### src/rtl/vga_game_pkg.sv
// Shared types and default timing constants for the VGA game logic blocks.
package vga_game_pkg;

  localparam int unsigned H_TOTAL           = 1904;
  localparam int unsigned V_TOTAL           = 932;
  localparam int unsigned WINDOW_CYCLES_DEF = 60000;

  typedef enum logic [1:0] {
    IDLE,
    SCAN,
    WAIT,
    CLOSE
  } sched_state_t;

endpackage

### src/rtl/rr_find_first.sv
// Cyclic first-set search: lowest set bit of vec at or after start, wrapping.
module rr_find_first #(
  parameter int unsigned N  = 4,
  parameter int unsigned IW = (N > 1) ? $clog2(N) : 1
) (
  input  logic [N-1:0]  vec,
  input  logic [IW-1:0] start,
  output logic          found_c,
  output logic [IW-1:0] idx_c
);

  int unsigned pos;

  always_comb begin
    found_c = 1'b0;
    idx_c   = '0;
    pos     = 0;
    for (int unsigned k = 0; k < N; k++) begin
      pos = (32'(start) + k) % N;
      if (!found_c && vec[IW'(pos)]) begin
        found_c = 1'b1;
        idx_c   = IW'(pos);
      end
    end
  end

endmodule

### src/rtl/vblank_update_scheduler.sv
// Grants the vertical-blanking window to game-logic clients one at a time,
// with per-client timeout, a per-frame cycle budget and rotating start priority.
module vblank_update_scheduler
  import vga_game_pkg::*;
#(
  parameter int unsigned N_CLIENTS     = 4,
  parameter int unsigned TIMEOUT       = 4096,
  parameter int unsigned WINDOW_CYCLES = WINDOW_CYCLES_DEF,
  parameter int unsigned FCNT_W        = 16
) (
  input  logic                 clk,
  input  logic                 rst_n,
  input  logic                 vsync,
  input  logic [N_CLIENTS-1:0] req,
  input  logic [N_CLIENTS-1:0] done,
  input  logic                 err_clr,
  output logic [N_CLIENTS-1:0] grant,
  output logic                 busy,
  output logic [FCNT_W-1:0]    frame_cnt,
  output logic                 overrun,
  output logic [N_CLIENTS-1:0] timeout_err
);

  localparam int unsigned IW    = $clog2(N_CLIENTS);
  localparam int unsigned TO_W  = $clog2(TIMEOUT + 1);
  localparam int unsigned WIN_W = $clog2(WINDOW_CYCLES + 1);

  sched_state_t         state_q, state_d;
  logic                 vsync_q, vsync_d;
  logic [N_CLIENTS-1:0] pending_q, pending_d;
  logic [N_CLIENTS-1:0] grant_q, grant_d;
  logic [IW-1:0]        gidx_q, gidx_d;
  logic [TO_W-1:0]      to_cnt_q, to_cnt_d;
  logic [WIN_W-1:0]     win_cnt_q, win_cnt_d;
  logic [IW-1:0]        rr_ptr_q, rr_ptr_d;
  logic                 busy_q, busy_d;
  logic [FCNT_W-1:0]    frame_cnt_q, frame_cnt_d;
  logic                 overrun_q, overrun_d;
  logic [N_CLIENTS-1:0] timeout_err_q, timeout_err_d;

  logic                 frame_tick;
  logic                 found_c;
  logic [IW-1:0]        found_idx_c;
  logic [N_CLIENTS-1:0] pend_next;

  rr_find_first #(.N(N_CLIENTS), .IW(IW)) u_find (
    .vec     (pending_q),
    .start   (rr_ptr_q),
    .found_c (found_c),
    .idx_c   (found_idx_c)
  );

  assign frame_tick = vsync & ~vsync_q;

  // Next-state and output logic
  always_comb begin
    state_d       = state_q;
    vsync_d       = vsync;
    pending_d     = pending_q;
    grant_d       = grant_q;
    gidx_d        = gidx_q;
    to_cnt_d      = to_cnt_q;
    win_cnt_d     = win_cnt_q;
    rr_ptr_d      = rr_ptr_q;
    busy_d        = busy_q;
    frame_cnt_d   = frame_cnt_q;
    overrun_d     = 1'b0;
    timeout_err_d = timeout_err_q;
    pend_next     = pending_q;

    if (err_clr) timeout_err_d = '0;
    if (frame_tick && busy_q) overrun_d = 1'b1;
    if ((state_q == SCAN || state_q == WAIT) && win_cnt_q != '0) begin
      win_cnt_d = win_cnt_q - WIN_W'(1);
    end

    case (state_q)
      IDLE: begin
        if (frame_tick) begin
          pending_d   = req;
          frame_cnt_d = frame_cnt_q + FCNT_W'(1);
          win_cnt_d   = WIN_W'(WINDOW_CYCLES - 1);
          busy_d      = 1'b1;
          state_d     = SCAN;
        end
      end
      SCAN: begin
        if (win_cnt_q == '0) begin
          grant_d   = '0;
          overrun_d = overrun_d | (|pending_q);
          state_d   = CLOSE;
        end else if (found_c) begin
          grant_d  = N_CLIENTS'(1) << found_idx_c;
          gidx_d   = found_idx_c;
          to_cnt_d = '0;
          state_d  = WAIT;
        end else begin
          state_d = CLOSE;
        end
      end
      WAIT: begin
        // done outranks both timeout and window expiry
        if (done[gidx_q]) begin
          pend_next[gidx_q] = 1'b0;
          grant_d           = '0;
          state_d           = SCAN;
        end else if (to_cnt_q == TO_W'(TIMEOUT - 1)) begin
          pend_next[gidx_q]     = 1'b0;
          timeout_err_d[gidx_q] = 1'b1;
          grant_d               = '0;
          state_d               = SCAN;
        end else begin
          to_cnt_d = to_cnt_q + TO_W'(1);
        end
        if (win_cnt_q == '0) begin
          grant_d   = '0;
          overrun_d = overrun_d | (|pend_next);
          state_d   = CLOSE;
        end
        pending_d = pend_next;
      end
      CLOSE: begin
        rr_ptr_d  = (rr_ptr_q == IW'(N_CLIENTS - 1)) ? '0 : rr_ptr_q + IW'(1);
        pending_d = '0;
        busy_d    = 1'b0;
        state_d   = IDLE;
      end
      default: state_d = IDLE;
    endcase
  end

  always_ff @(posedge clk or negedge rst_n) begin
    if (!rst_n) begin
      state_q       <= IDLE;
      vsync_q       <= 1'b0;
      pending_q     <= '0;
      grant_q       <= '0;
      gidx_q        <= '0;
      to_cnt_q      <= '0;
      win_cnt_q     <= '0;
      rr_ptr_q      <= '0;
      busy_q        <= 1'b0;
      frame_cnt_q   <= '0;
      overrun_q     <= 1'b0;
      timeout_err_q <= '0;
    end else begin
      state_q       <= state_d;
      vsync_q       <= vsync_d;
      pending_q     <= pending_d;
      grant_q       <= grant_d;
      gidx_q        <= gidx_d;
      to_cnt_q      <= to_cnt_d;
      win_cnt_q     <= win_cnt_d;
      rr_ptr_q      <= rr_ptr_d;
      busy_q        <= busy_d;
      frame_cnt_q   <= frame_cnt_d;
      overrun_q     <= overrun_d;
      timeout_err_q <= timeout_err_d;
    end
  end

  assign grant       = grant_q;
  assign busy        = busy_q;
  assign frame_cnt   = frame_cnt_q;
  assign overrun     = overrun_q;
  assign timeout_err = timeout_err_q;

endmodule

### config.mk
export PLATFORM = sky130hd
export DESIGN_NAME = vblank_update_scheduler
export DESIGN_NICKNAME = d
export VERILOG_FILES = /design/src/rtl/vga_game_pkg.sv /design/src/rtl/rr_find_first.sv /design/src/rtl/vblank_update_scheduler.sv
export SDC_FILE = /design/constraint.sdc
export NUM_CORES = 1
export LEC_CHECK = 0
export CORE_ASPECT_RATIO = 1.75
export CORE_MARGIN = 3
export CORE_UTILIZATION = 61
export DETAILED_ROUTE_END_ITERATION = 7
export PLACE_DENSITY = 0.85
export SYNTH_ARGS = -nofsm -noshare
export SYNTH_HDL_FRONTEND = slang
export SYNTH_SLANG_ARGS = --single-unit
### constraint.sdc
create_clock -name clk -period 6.88 [get_ports clk]
set_input_delay 2.064 -clock clk [delete_from_list [all_inputs] [get_ports clk]]
set_output_delay 2.064 -clock clk [all_outputs]
set_load 0.01 [all_outputs]
## Word-level counts from Yosys, hierarchy flattened

Cells that the tools add are included.

- Bitwise operators: 8
- Reduce and logical (&&, ||, !) cells: 25
- Eq/ne operators: 12
- $lt $le $gt $ge: 6
- Multiplexer cells: 57
- Add/sub/neg operators: 7
- Shifts and indexed selects: 1

Operators by type and width:

| operator | number |
|---|---|
| $mux 13 | 4 |
| $mux 4 | 13 |
| $mux 16 | 3 |
| $pmux 13 s2 | 1 |
| $mux 2 | 9 |
| $add 16x1->16 const B | 1 |
| $logic_not 16->1 | 1 |
| $mux 1 | 16 |
| $reduce_bool 16->1 | 1 |
| $sub 16x1->16 const B | 1 |
| $lt 2x3->1 const B | 5 |
| $add 13x1->13 const B | 1 |
| $eq 13x12->1 const B | 1 |
| $pmux 4 s3 | 1 |
| $bmux 1 s2 | 5 |
| $ne 2x2->1 const B | 5 |
| $pmux 2 s4 | 1 |
| $pmux 4 s2 | 1 |
| $reduce_and 2->1 | 4 |
| $reduce_or 4->1 | 2 |
| $eq 2x2->1 const B | 3 |
| $logic_and 1x1->1 | 6 |
| $reduce_and 3->1 | 2 |
| $reduce_and 5->1 | 1 |
| 20 further kinds | 28 |

- Flip-flop bits (word level): 66
- Logic and storage cells: 128

## Logic depth before layout (Yosys ltp)

- Depth in word-level cells: 16
- Mapped depth: 8
- Gate-level depth less buffers: 7

## Hierarchy

From an unflattened synthesis, not the netlist that was laid out.

- Cells, all modules: 364
- Area total of the unflattened synthesis: 3543.4 µm²

By module, submodules not included:

| module | times used | area each (µm²) | cells each |
|---|---|---|---|
| vblank_update_scheduler | 1 | 3465.8 | 349 |
| rr_find_first | 1 | 77.6 | 15 |

## Least setup slack after synthesis

Ideal clock, no wire load.

- Kind: input-to-reg
- Start: in done[3]
- End: reg to_cnt_q[7]
- Buffers on the path: 0
- Cell stages on the path: 5
- Arrival time: 3.536 ns
- Slack: 3.257 ns
- Setup time: 0.087 ns
- Path through: mux4_2 a41oi_2 o211ai_2 or4_1 a22oi_1

- Word-level cells in the longest chain between the ends: 4

RTL lines:

| item | line | RTL |
|---|---|---|
| from (decl) | vblank_update_scheduler.sv:15 | `input logic [N_CLIENTS-1:0] done,` |
| $bmux 1 s2 | vblank_update_scheduler.sv:103 | `if (done[gidx_q]) begin` |
| $mux 1 (not written as such) | vblank_update_scheduler.sv:103 |  |
| $ne 2x2->1 (no source line) | -- |  |
| $reduce_and 5->1 (no source line) | -- |  |
| to (signal assigned) | vblank_update_scheduler.sv:152 | `to_cnt_q <= to_cnt_d;` |
| to (decl) | vblank_update_scheduler.sv:33 | `logic [TO_W-1:0] to_cnt_q, to_cnt_d;` |

Every way passes these cells. The select of a mux whose other input is x is not followed.
A chain may end at the register's enable or synchronous reset.

## Worst setup path after layout

Ends and elaborated chain as after synthesis.

==> results.cfg <==
[timing]
rsz0062_at_grt = no
max_slew_margin = 0.183
fmax_ghz = 0.241
fin_crit_sh = 0.602
tns_ns = 0
hold_viol_final = 0
setup_viol = 0
final_max_slew_viol_count = 0
final.min_clock_period_ns = 4.14
worst_pin_slew_ns = 1.21
fin_ws_ns = 2.74
fin_skew_ns = 0.00909

[global_route]
grt_pass1_wl_um = 14000
top_usage_layer = met2
track_usage = 0.257
met2_usage = 0.456
grt_pass1_vias = 3010
grt_start_max_net_pins = 67
antenna_found_initial = 0
grt_overflow = 0
use_met3 = 0.0608
grtUsageMet1 = 0.289

[power]
pwr-share-seq = 0.358
p_clk_frac = 0.208
p_int_uw = 967
switching_share = 0.406
ir_drop_mv = 0.353
power_frac_comb = 0.434
p_per_area_nw_per_um2 = 381
switching_power_uw = 661
power.static_leakage_nw = 1.78

[final_layout]
diodes = 0
regArea_um2 = 1650
syn_to_final_growth_pct = 16.3
final_util = 0.748
fin_nets = 429
nFillCells = 434
multi_input_area_um2 = 1890
drive_gt1_frac = 0.0900

[yosys]
synthTopCellsByArea = dfrtp_1, nand2_1, xor2_1, ha_1, nand3_1
syn_nets = 398
synthCells = 376
synthFlopType = dfrtp_1
synth_top_cell_area_share = 0.449
synth_top_cell_by_area = dfrtp_1
syn_area_um2 = 3680
ys_seq_area_frac = 0.449
ys_types = 62
async_reset_ff_frac = 1.00
syn_area_per_cell_um2 = 9.78
ys_warn_count = 0
synth_edf_count = 0
ys_ff_latch = 66

[floorplanning]
die_w_um = 64.7
initial_utilization = 0.643
die_h_um = 109
ios = 38
row_count = 36
core_area_um2 = 5720
dieArea_um2 = 7030

[worst_setup_path]
crit_buf_inv = 1
cp.arrival_ns = 4.42
worstPathRequired_ns = 7.16
cp_max_fo = 13
endpoint_kind = flop
slowest_stage = a41oi_2
crit_type = input port to flop
critical-path-top-delay-family = compound AO/OA/AOI/OAI gates
startpoint_type = input port
cp_slowest_stage_delay_ns = 0.54
worstPathCellList = clkdlybuf4s50_1, mux4_2, a41oi_2, o211ai_2, or4_1, a22oi_1

[clock_network]
cts-htree-levels = 3
path_clk_slew_ns = 0.07
cts_tree = built
clockBufferDepth = 2
cts_sinks = 66
ctsResizeCount = 0
clk_latency_ns = 0.37
cts_hold_buf = 0
cts_setup_buffers = 0
cts-root-buf = clkbuf_8
cts_made_buffers = 9

[detailed_routing]
post_drt_wl_per_cell_um = 17.0
viasPerCell = 6.30
routed_wl_um = 8290
ant_nets = 0
vias = 3067
drtIter0Drc = 161
drc = 0
first_pass_iters = 4

[status]
outcome = complete, no violations

[placement]
place_ws_ns = 2.41
dp.final_hpwl_um = 5850
io_buffers = 37
gp_congestion = 0.856

[min_path]
hold_path_class = flop to flop

[run]
drv_cap = 0
power by group through the flow:
stage               clock [mW]  combinational (mW)  sequential [mW]
CTS                      0.342               0.705            0.580
detailed placement           0               0.699            0.587
floorplan                    0               0.560            0.534
global route             0.360               0.782            0.596
finish                   0.339               0.706            0.584
global placement             0               0.675            0.583
through the flow:
step | instance area, um2 | instances | hold slack, ns | total power [mW]
finish | 4280 | 487 | 0.476 | 1.63
global route | 4280 | 487 | 0.485 | 1.74
CTS | 4270 | 486 | 0.476 | 1.63
detailed placement | 4070 | 471 | 0.463 | 1.29
global placement | 4070 | 471 | 0.462 | 1.26
floorplan | 3680 | 376 | 0.439 | 1.09
synth_stat cells, types with 7 or more instances:
| cell | count |
|---|---|
| dfrtp_1 | 66 |
| nand2_1 | 39 |
| nand3_1 | 23 |
| nor2_1 | 18 |
| inv_1 | 17 |
| o21ai_0 | 17 |
| clkbuf_1 | 15 |
| xor2_1 | 15 |
| xnor2_1 | 13 |
| and3_1 | 10 |
| ha_1 | 10 |
| nand4_1 | 10 |
| a21oi_1 | 7 |
| mux2_2 | 7 |
| nor4_1 | 7 |
| o31ai_1 | 7 |
cells in the final DEF (no fill, tap or decap), types with 10 or more instances in the layout:
cell type / synthesis / final
nand2_1: 39 / 39
xnor2_1: 13 / 13
clkbuf_8: 0 / 12
nand4_1: 10 / 10
clkdlybuf4s50_1: 0 / 36
ha_1: 10 / 10
inv_1: 17 / 17
xor2_1: 15 / 15
o21ai_0: 17 / 17
nor2_1: 18 / 18
and3_1: 10 / 10
nand3_1: 23 / 23
dfrtp_1: 66 / 66
registers in the layout, indices dropped and copies added (netlist names):
signal       count
busy             1
frame_cnt       16
gidx_q           2
grant            4
overrun          1
pending_q        4
rr_ptr_q         2
state_q          2
timeout_err      4
to_cnt_q        13
vsync_q          1
win_cnt_q       16
final cells by class:
type / instances / share of cell area
Tap cell: 76 / 0.0222
Clock buffer: 13 / 0.0395
Clock inverter: 2 / 0.00819
Multi-Input combinational cell: 274 / 0.441
Sequential cell: 66 / 0.386
Inverter: 17 / 0.0149
Timing Repair Buffer: 39 / 0.0883
final timing paths:
path	cells past startpoint	slack [ns]	start	endpoint
min	1	0.48	frame_cnt[15]	frame_cnt[15]
max reg2reg	5	4.00	win_cnt_q[11]	to_cnt_q[6]
min reg2reg	1	0.48	frame_cnt[15]	frame_cnt[15]
max	6	2.74	done[3]	to_cnt_q[7]
min in group asynchronous	2	1.87	rst_n	to_cnt_q[12]
max in group asynchronous	2	4.46	rst_n	to_cnt_q[3]
layer usage:
layer,wire length [um],share of wire,up-vias
met4,167,0.020,0
li1,-,-,1447
met5,0,0,-
met2,4520,0.55,81
met1,3270,0.39,1524
met3,324,0.039,15
logic make-up (layout without fill, tap and decap cells):
family,Yosys count,in the layout,synth area share
AO/OA/AOI/OAI,78,78,0.155
AND/OR/NAND/NOR,145,145,0.212
multiplexers,13,13,0.0446
adder cells (fa/ha/maj),10,10,0.0340
flip-flops,66,66,0.449
buffers and inverters,36,71,0.0381
XOR/XNOR,28,28,0.0667
(Power assumes the default switching activity.)
